--- src/rtl/bf_spi_pkg.sv ---
// Shared SPI framing constants and types for the beamformer calc units and the frame arbiter.
package bf_spi_pkg;
  localparam int         FRAME_BYTES_DEF = 5;
  localparam logic [7:0] HEADER_BYTE_DEF = 8'h28;
  localparam int         BYTE_IDX_W      = 4;

  typedef enum logic {
    IDLE  = 1'b0,
    GRANT = 1'b1
  } arb_state_e;

  // Wide enough to hold FRAME_BYTES itself, where the index saturates on overlong frames.
  typedef logic [BYTE_IDX_W-1:0] byte_idx_t;
endpackage

--- src/rtl/bf_rr_picker.sv ---
// Combinational round-robin picker: first asserted request searching upward from rr_ptr+1, wrapping.
module bf_rr_picker #(
  parameter int N = 8
) (
  input  logic [N-1:0]         req,
  input  logic [$clog2(N)-1:0] rr_ptr,
  output logic                 any,
  output logic [$clog2(N)-1:0] idx
);
  localparam int IW = $clog2(N);

  logic [IW-1:0] cand;

  // Walk from farthest to nearest so the nearest requester is the last one written.
  always_comb begin
    any  = 1'b0;
    idx  = '0;
    cand = '0;
    for (int k = N; k >= 1; k--) begin
      cand = IW'((int'(rr_ptr) + k) % N);
      if (req[cand]) begin
        any = 1'b1;
        idx = cand;
      end
    end
  end
endmodule

--- src/rtl/bf_spi_frame_arbiter.sv ---
// Frame-atomic round-robin arbiter merging per-unit SPI byte streams onto one SPI master channel,
// with header/length checks, a mid-frame stall watchdog and a completed-frame counter.
module bf_spi_frame_arbiter
  import bf_spi_pkg::*;
#(
  parameter int         NUM_UNITS   = 8,
  parameter int         FRAME_BYTES = FRAME_BYTES_DEF,
  parameter logic [7:0] HEADER_BYTE = HEADER_BYTE_DEF,
  parameter int         TIMEOUT     = 255,
  parameter int         CNT_W       = 16
) (
  input  logic                         clk,
  input  logic                         rst_n,
  input  logic [NUM_UNITS*8-1:0]       s_wdata,
  input  logic [NUM_UNITS-1:0]         s_wvalid,
  input  logic [NUM_UNITS-1:0]         s_wlast,
  output logic [NUM_UNITS-1:0]         s_wready,
  output logic [7:0]                   m_wdata,
  output logic                         m_wvalid,
  output logic                         m_wlast,
  input  logic                         m_wready,
  output logic                         m_abort,
  output logic [$clog2(NUM_UNITS)-1:0] grant_id,
  output logic                         busy,
  output logic [CNT_W-1:0]             frame_cnt,
  input  logic                         clr_cnt,
  output logic                         err_len,
  output logic                         err_hdr,
  output logic                         err_timeout
);
  localparam int IW   = $clog2(NUM_UNITS);
  localparam int TO_W = $clog2(TIMEOUT + 1);

  arb_state_e     state_q, state_d;
  logic [IW-1:0]  grant_q, grant_d, rr_q, rr_d, pick_idx;
  logic           pick_any;
  byte_idx_t      bidx_q, bidx_d;
  logic [TO_W-1:0] idle_q, idle_d;
  logic [CNT_W-1:0] cnt_q, cnt_d;
  logic           err_len_q, err_len_d, err_hdr_q, err_hdr_d, abort_q, abort_d;
  logic [7:0]     g_data;
  logic           g_valid, g_last, hs;

  bf_rr_picker #(.N(NUM_UNITS)) u_picker (
    .req    (s_wvalid),
    .rr_ptr (rr_q),
    .any    (pick_any),
    .idx    (pick_idx)
  );

  // Handshake: a byte moves on a cycle where m_wvalid & m_wready; the granted unit sees
  // s_wready = m_wready, so source and sink agree on every transfer with zero latency.
  assign g_data  = s_wdata[{grant_q, 3'b000} +: 8];
  assign g_valid = s_wvalid[grant_q];
  assign g_last  = s_wlast[grant_q];

  assign busy     = (state_q == GRANT);
  assign m_wdata  = busy ? g_data : 8'h00;
  assign m_wvalid = busy & g_valid;
  assign m_wlast  = busy & g_last;
  assign hs       = m_wvalid & m_wready;

  always_comb begin
    s_wready = '0;
    if (busy) s_wready[grant_q] = m_wready;
  end

  always_comb begin
    state_d   = state_q;
    grant_d   = grant_q;
    rr_d      = rr_q;
    bidx_d    = bidx_q;
    idle_d    = idle_q;
    cnt_d     = cnt_q;
    err_len_d = 1'b0;
    err_hdr_d = 1'b0;
    abort_d   = 1'b0;
    case (state_q)
      IDLE: begin
        if (pick_any) begin
          state_d = GRANT;
          grant_d = pick_idx;
          rr_d    = pick_idx;
          bidx_d  = '0;
          idle_d  = '0;
        end
      end
      GRANT: begin
        // Backpressure keeps valid high, so only a silent source can trip the watchdog.
        if (g_valid) begin
          idle_d = '0;
        end else if (idle_q == TO_W'(TIMEOUT - 1)) begin
          idle_d  = '0;
          abort_d = 1'b1;
          state_d = IDLE;
        end else begin
          idle_d = idle_q + 1'b1;
        end
        if (hs) begin
          if (bidx_q == '0 && g_data != HEADER_BYTE) err_hdr_d = 1'b1;
          if (bidx_q != byte_idx_t'(FRAME_BYTES)) bidx_d = bidx_q + 1'b1;
          if (g_last) begin
            state_d = IDLE;
            cnt_d   = cnt_q + 1'b1;
            if (bidx_q != byte_idx_t'(FRAME_BYTES - 1)) err_len_d = 1'b1;
          end
        end
      end
      default: state_d = IDLE;
    endcase
    if (clr_cnt) cnt_d = '0;
  end

  always_ff @(posedge clk or negedge rst_n) begin
    if (!rst_n) begin
      state_q   <= IDLE;
      grant_q   <= '0;
      rr_q      <= IW'(NUM_UNITS - 1);
      bidx_q    <= '0;
      idle_q    <= '0;
      cnt_q     <= '0;
      err_len_q <= 1'b0;
      err_hdr_q <= 1'b0;
      abort_q   <= 1'b0;
    end else begin
      state_q   <= state_d;
      grant_q   <= grant_d;
      rr_q      <= rr_d;
      bidx_q    <= bidx_d;
      idle_q    <= idle_d;
      cnt_q     <= cnt_d;
      err_len_q <= err_len_d;
      err_hdr_q <= err_hdr_d;
      abort_q   <= abort_d;
    end
  end

  assign grant_id    = grant_q;
  assign frame_cnt   = cnt_q;
  assign err_len     = err_len_q;
  assign err_hdr     = err_hdr_q;
  assign m_abort     = abort_q;
  assign err_timeout = abort_q;
endmodule
--- config.mk ---
export PLATFORM = sky130hd
export DESIGN_NAME = bf_spi_frame_arbiter
export DESIGN_NICKNAME = d
export VERILOG_FILES = /design/src/rtl/bf_spi_pkg.sv /design/src/rtl/bf_rr_picker.sv /design/src/rtl/bf_spi_frame_arbiter.sv
export SDC_FILE = /design/constraint.sdc
export NUM_CORES = 1
export LEC_CHECK = 0
export ABC_CLOCK_PERIOD_IN_PS = 4800
export BUFFER_PORTS_ARGS = -buffer_cell sky130_fd_sc_hd__buf_2
export CORE_ASPECT_RATIO = 2
export CORE_MARGIN = 8
export CORE_UTILIZATION = 40
export CTS_BUF_LIST = sky130_fd_sc_hd__clkbuf_8
export DETAILED_ROUTE_END_ITERATION = 7
export HOLD_SLACK_MARGIN = 0.02
export PLACE_DENSITY = 0.67
export SLEW_MARGIN = 0
export SYNTH_ARGS = -nofsm -noshare
export SYNTH_HDL_FRONTEND = slang
export SYNTH_HIERARCHICAL = 1
export SYNTH_SLANG_ARGS = --single-unit
export TNS_END_PERCENT = 10
--- constraint.sdc ---
create_clock -name clk -period 4.8 [get_ports clk]
set_input_delay 0 -clock clk [delete_from_list [all_inputs] [get_ports clk]]
set_output_delay 0 -clock clk [all_outputs]
set_load 0.05 [all_outputs]
==> results.ini <==
[detailed_routing]
wl_per_cell_um = 18.0
via_count = 3654
drt_wl_total_um = 11100
drt_iter0_markers = 252
drt_pre_antenna_iters = 4
route.detailed.drc = 0
ant_nets = 0
viasPerCell = 5.92

[synthesis]
synth_common_cells = nand2_1, dfrtp_1, nor2_1, nand3_1, a21oi_1
synth_fp_nets = 501
synth_cell_types = 61
synth_area_sq_mm = 0.00352
synth_area_per_cell_sq_um = 8.60
async_reset_ff_frac = 1.00
yosysMostFrequentCell = nand2_1
syn_inst = 409
synth_top_area_cell = dfrtp_1
synth_edf_count = 0
yosysWarnings = 6
ys_seq_area_frac = 0.271
synth.top_cell.area_share = 0.249
ys.flop_type = dfrtp_1
ys_seq_elements = 38
synthTopCellsByArea = dfrtp_1, mux4_2, mux2i_1

[final_layout]
syn_to_final_growth_pct = 20.3
nets = 608
num-fill-cells = 874
drive_above_1_share = 0.344
diodes = 0

[floorplanning]
core_area_sq_mm = 0.00859
die_h_um = 149
die_area_sq_mm = 0.0122
start_util = 0.410
die_w_um = 82.3
num_rows = 48
ios = 126

[setup_path]
cp.required_ps = 5020
timing.rr.start = rr_q[0]
critical-path-slowest-cell = dfstp_2
cp_max_fo = 16
slowest_delay_ps = 760
path_cells = inv_1 -> ha_1 -> mux4_2 -> mux2_4 -> nor4_1 -> nand3_1 -> nor2_1 -> a31oi_1 -> o21ai_2
critPathCaptureType = flip-flop
critPathArrivalTime_ps = 3820
rr_worst_depth = 9
reg2reg_slack_ps = 1200
worst_setup_path_start_kind = flip-flop
timing.rr.end = idle_q[7]
path_class = reg -> reg

[power]
p_leak_nw = 1.94
peakVddDrop_mv = 0.303
pwr_density_cell_mw_per_mm2 = 646
p_total_w = 0.00273

[timing]
hold_viol = 0
fin_crit_sh = 0.750
fin_tns_setup_ps = 0
maxSlewHeadroom = 0.427
slew_violations = 0
fmax_mhz = 278
post-route-min-period_ps = 3600
rsz0062_at_grt = no
worst_pin_slew_ps = 857
clock_skew_ps = 7.57
finalSetupViolCount = 0

[clock_network]
htree_levels = 2
cts_buffers = 5
cts_tree = yes
holdBufCountCts = 1
worstSkewPairLatency_ps = 290
path_clk_slew_ps = 80
numClockSinks = 38
cts_buffer_depth = 2
cts_root_buffer = clkbuf_8
cts_resized = 0
cts_setup_buffers = 0

[hold_path]
holdPathEnd = frame_cnt[4]
hold_depth = 2
hp-class = in -> reg
hp-start = clr_cnt

[placement]
place_congestion = 0.890
place_hpwl_um = 8740
io_buffer_count = 125

[grt]
grt_pass1_vias = 3760
grt_pass1_wl_um = 17600
gr-usage-all-layers = 0.178
grt_max_degree = 56
antenna_found_initial = 0
overflow = 0

[flow_run]
maxCapViolations = 0

[outcome]
outcome = complete, no violations

## where the power goes
group | internal, W | total (W) | switching, W
clock network | 0.000113 | 0.000223 | 0.000110
registers | 0.000386 | 0.000524 | 0.000139
logic | 0.000700 | 0.00198 | 0.00128
total | 0.00120 | 0.00273 | 0.00153
## metrics by stage
step | util | hold slack, ps | setup slack, ps | area [sq um] | cells
final | 0.493 | 134 | 1200 | 4230 | 617
after floorplan | - | -296 | 1670 | 3520 | 409
after CTS | 0.493 | 143 | 1290 | 4230 | 617
after global routing | 0.493 | 165 | 1000 | 4230 | 617
after detailed placement | 0.481 | 148 | 1290 | 4130 | 608
after global placement | 0.481 | 147 | 1380 | 4130 | 608
## sequential cells by signal, indices dropped and copies added (netlist names)
| signal | cells |
|---|---|
| frame_cnt | 16 |
| idle_q | 8 |
| bidx_q | 4 |
| grant_id | 3 |
| rr_q | 3 |
| busy | 1 |
| err_hdr | 1 |
| err_len | 1 |
| err_timeout | 1 |
## placed cells by master, fill, tap and decap left out, drive strengths merged, types with 4 or more instances in the layout
master    n
buf     128
nand3b    5
o22ai     6
a31oi     5
a21oi    23
mux4     12
nor3b     4
nand3    26
nor3      7
or3b      8
nand4     4
mux2i    22
nand2b    8
dfrtp    35
ha        8
o21ai    20
or4       8
o31ai     9
nor4      6
and3      5
clkbuf    6
nor2b     5
a211oi   10
nor2     31
xor2      6
inv      14
nand2    40
mux2     15
## cell type report
class / instances / area [sq um] / area share
clock inverters: 2 / 7.51 / 0.00177
flip-flops and latches: 38 / 956 / 0.226
inverters: 13 / 48.8 / 0.0115
clock buffers: 6 / 82.6 / 0.0195
multi-input cells: 329 / 2350 / 0.556
well taps: 100 / 125 / 0.0296
repair buffers: 129 / 658 / 0.156
## kinds of logic after synthesis
logic type	count (synthesis)	synth area share
AO/OA/AOI/OAI	95	0.175
buffers and inverters	42	0.0605
adder cells (fa/ha/maj)	8	0.0285
XOR/XNOR	7	0.0174
AND/OR/NAND/NOR	170	0.258
flip-flops	38	0.271
multiplexers	49	0.190
## worst max-delay path by stage
stage	start	to	slack, ps	cells past startpoint
after floorplan	rr_q[1]	idle_q[7]	1670	11
after global placement	rr_q[0]	idle_q[7]	1380	9
after detailed placement	rr_q[0]	idle_q[7]	1290	9
after CTS	rr_q[0]	idle_q[7]	1290	9
after global routing	rr_q[0]	idle_q[0]	1000	9
final	rr_q[0]	idle_q[7]	1200	9
## per-layer routing
metal	vias up	global-route usage	wire length [um]
met2	135	0.321	5990
li1	1742	-	-
met4	0	0.0796	444
met1	1741	0.195	4010
met5	-	0	0
met3	36	0.0230	637
## critical path, delay by kind of cell (launching register included)
kind                     cells  cell delay, ps
AO/OA/AOI/OAI                2             230
adder cells (fa/ha/maj)      1             490
buffers and inverters        1              80
flip-flops                   1             760
multiplexers                 2             930
AND/OR/NAND/NOR              3            1030
Note: power is estimated with default switching activity, not from simulation.
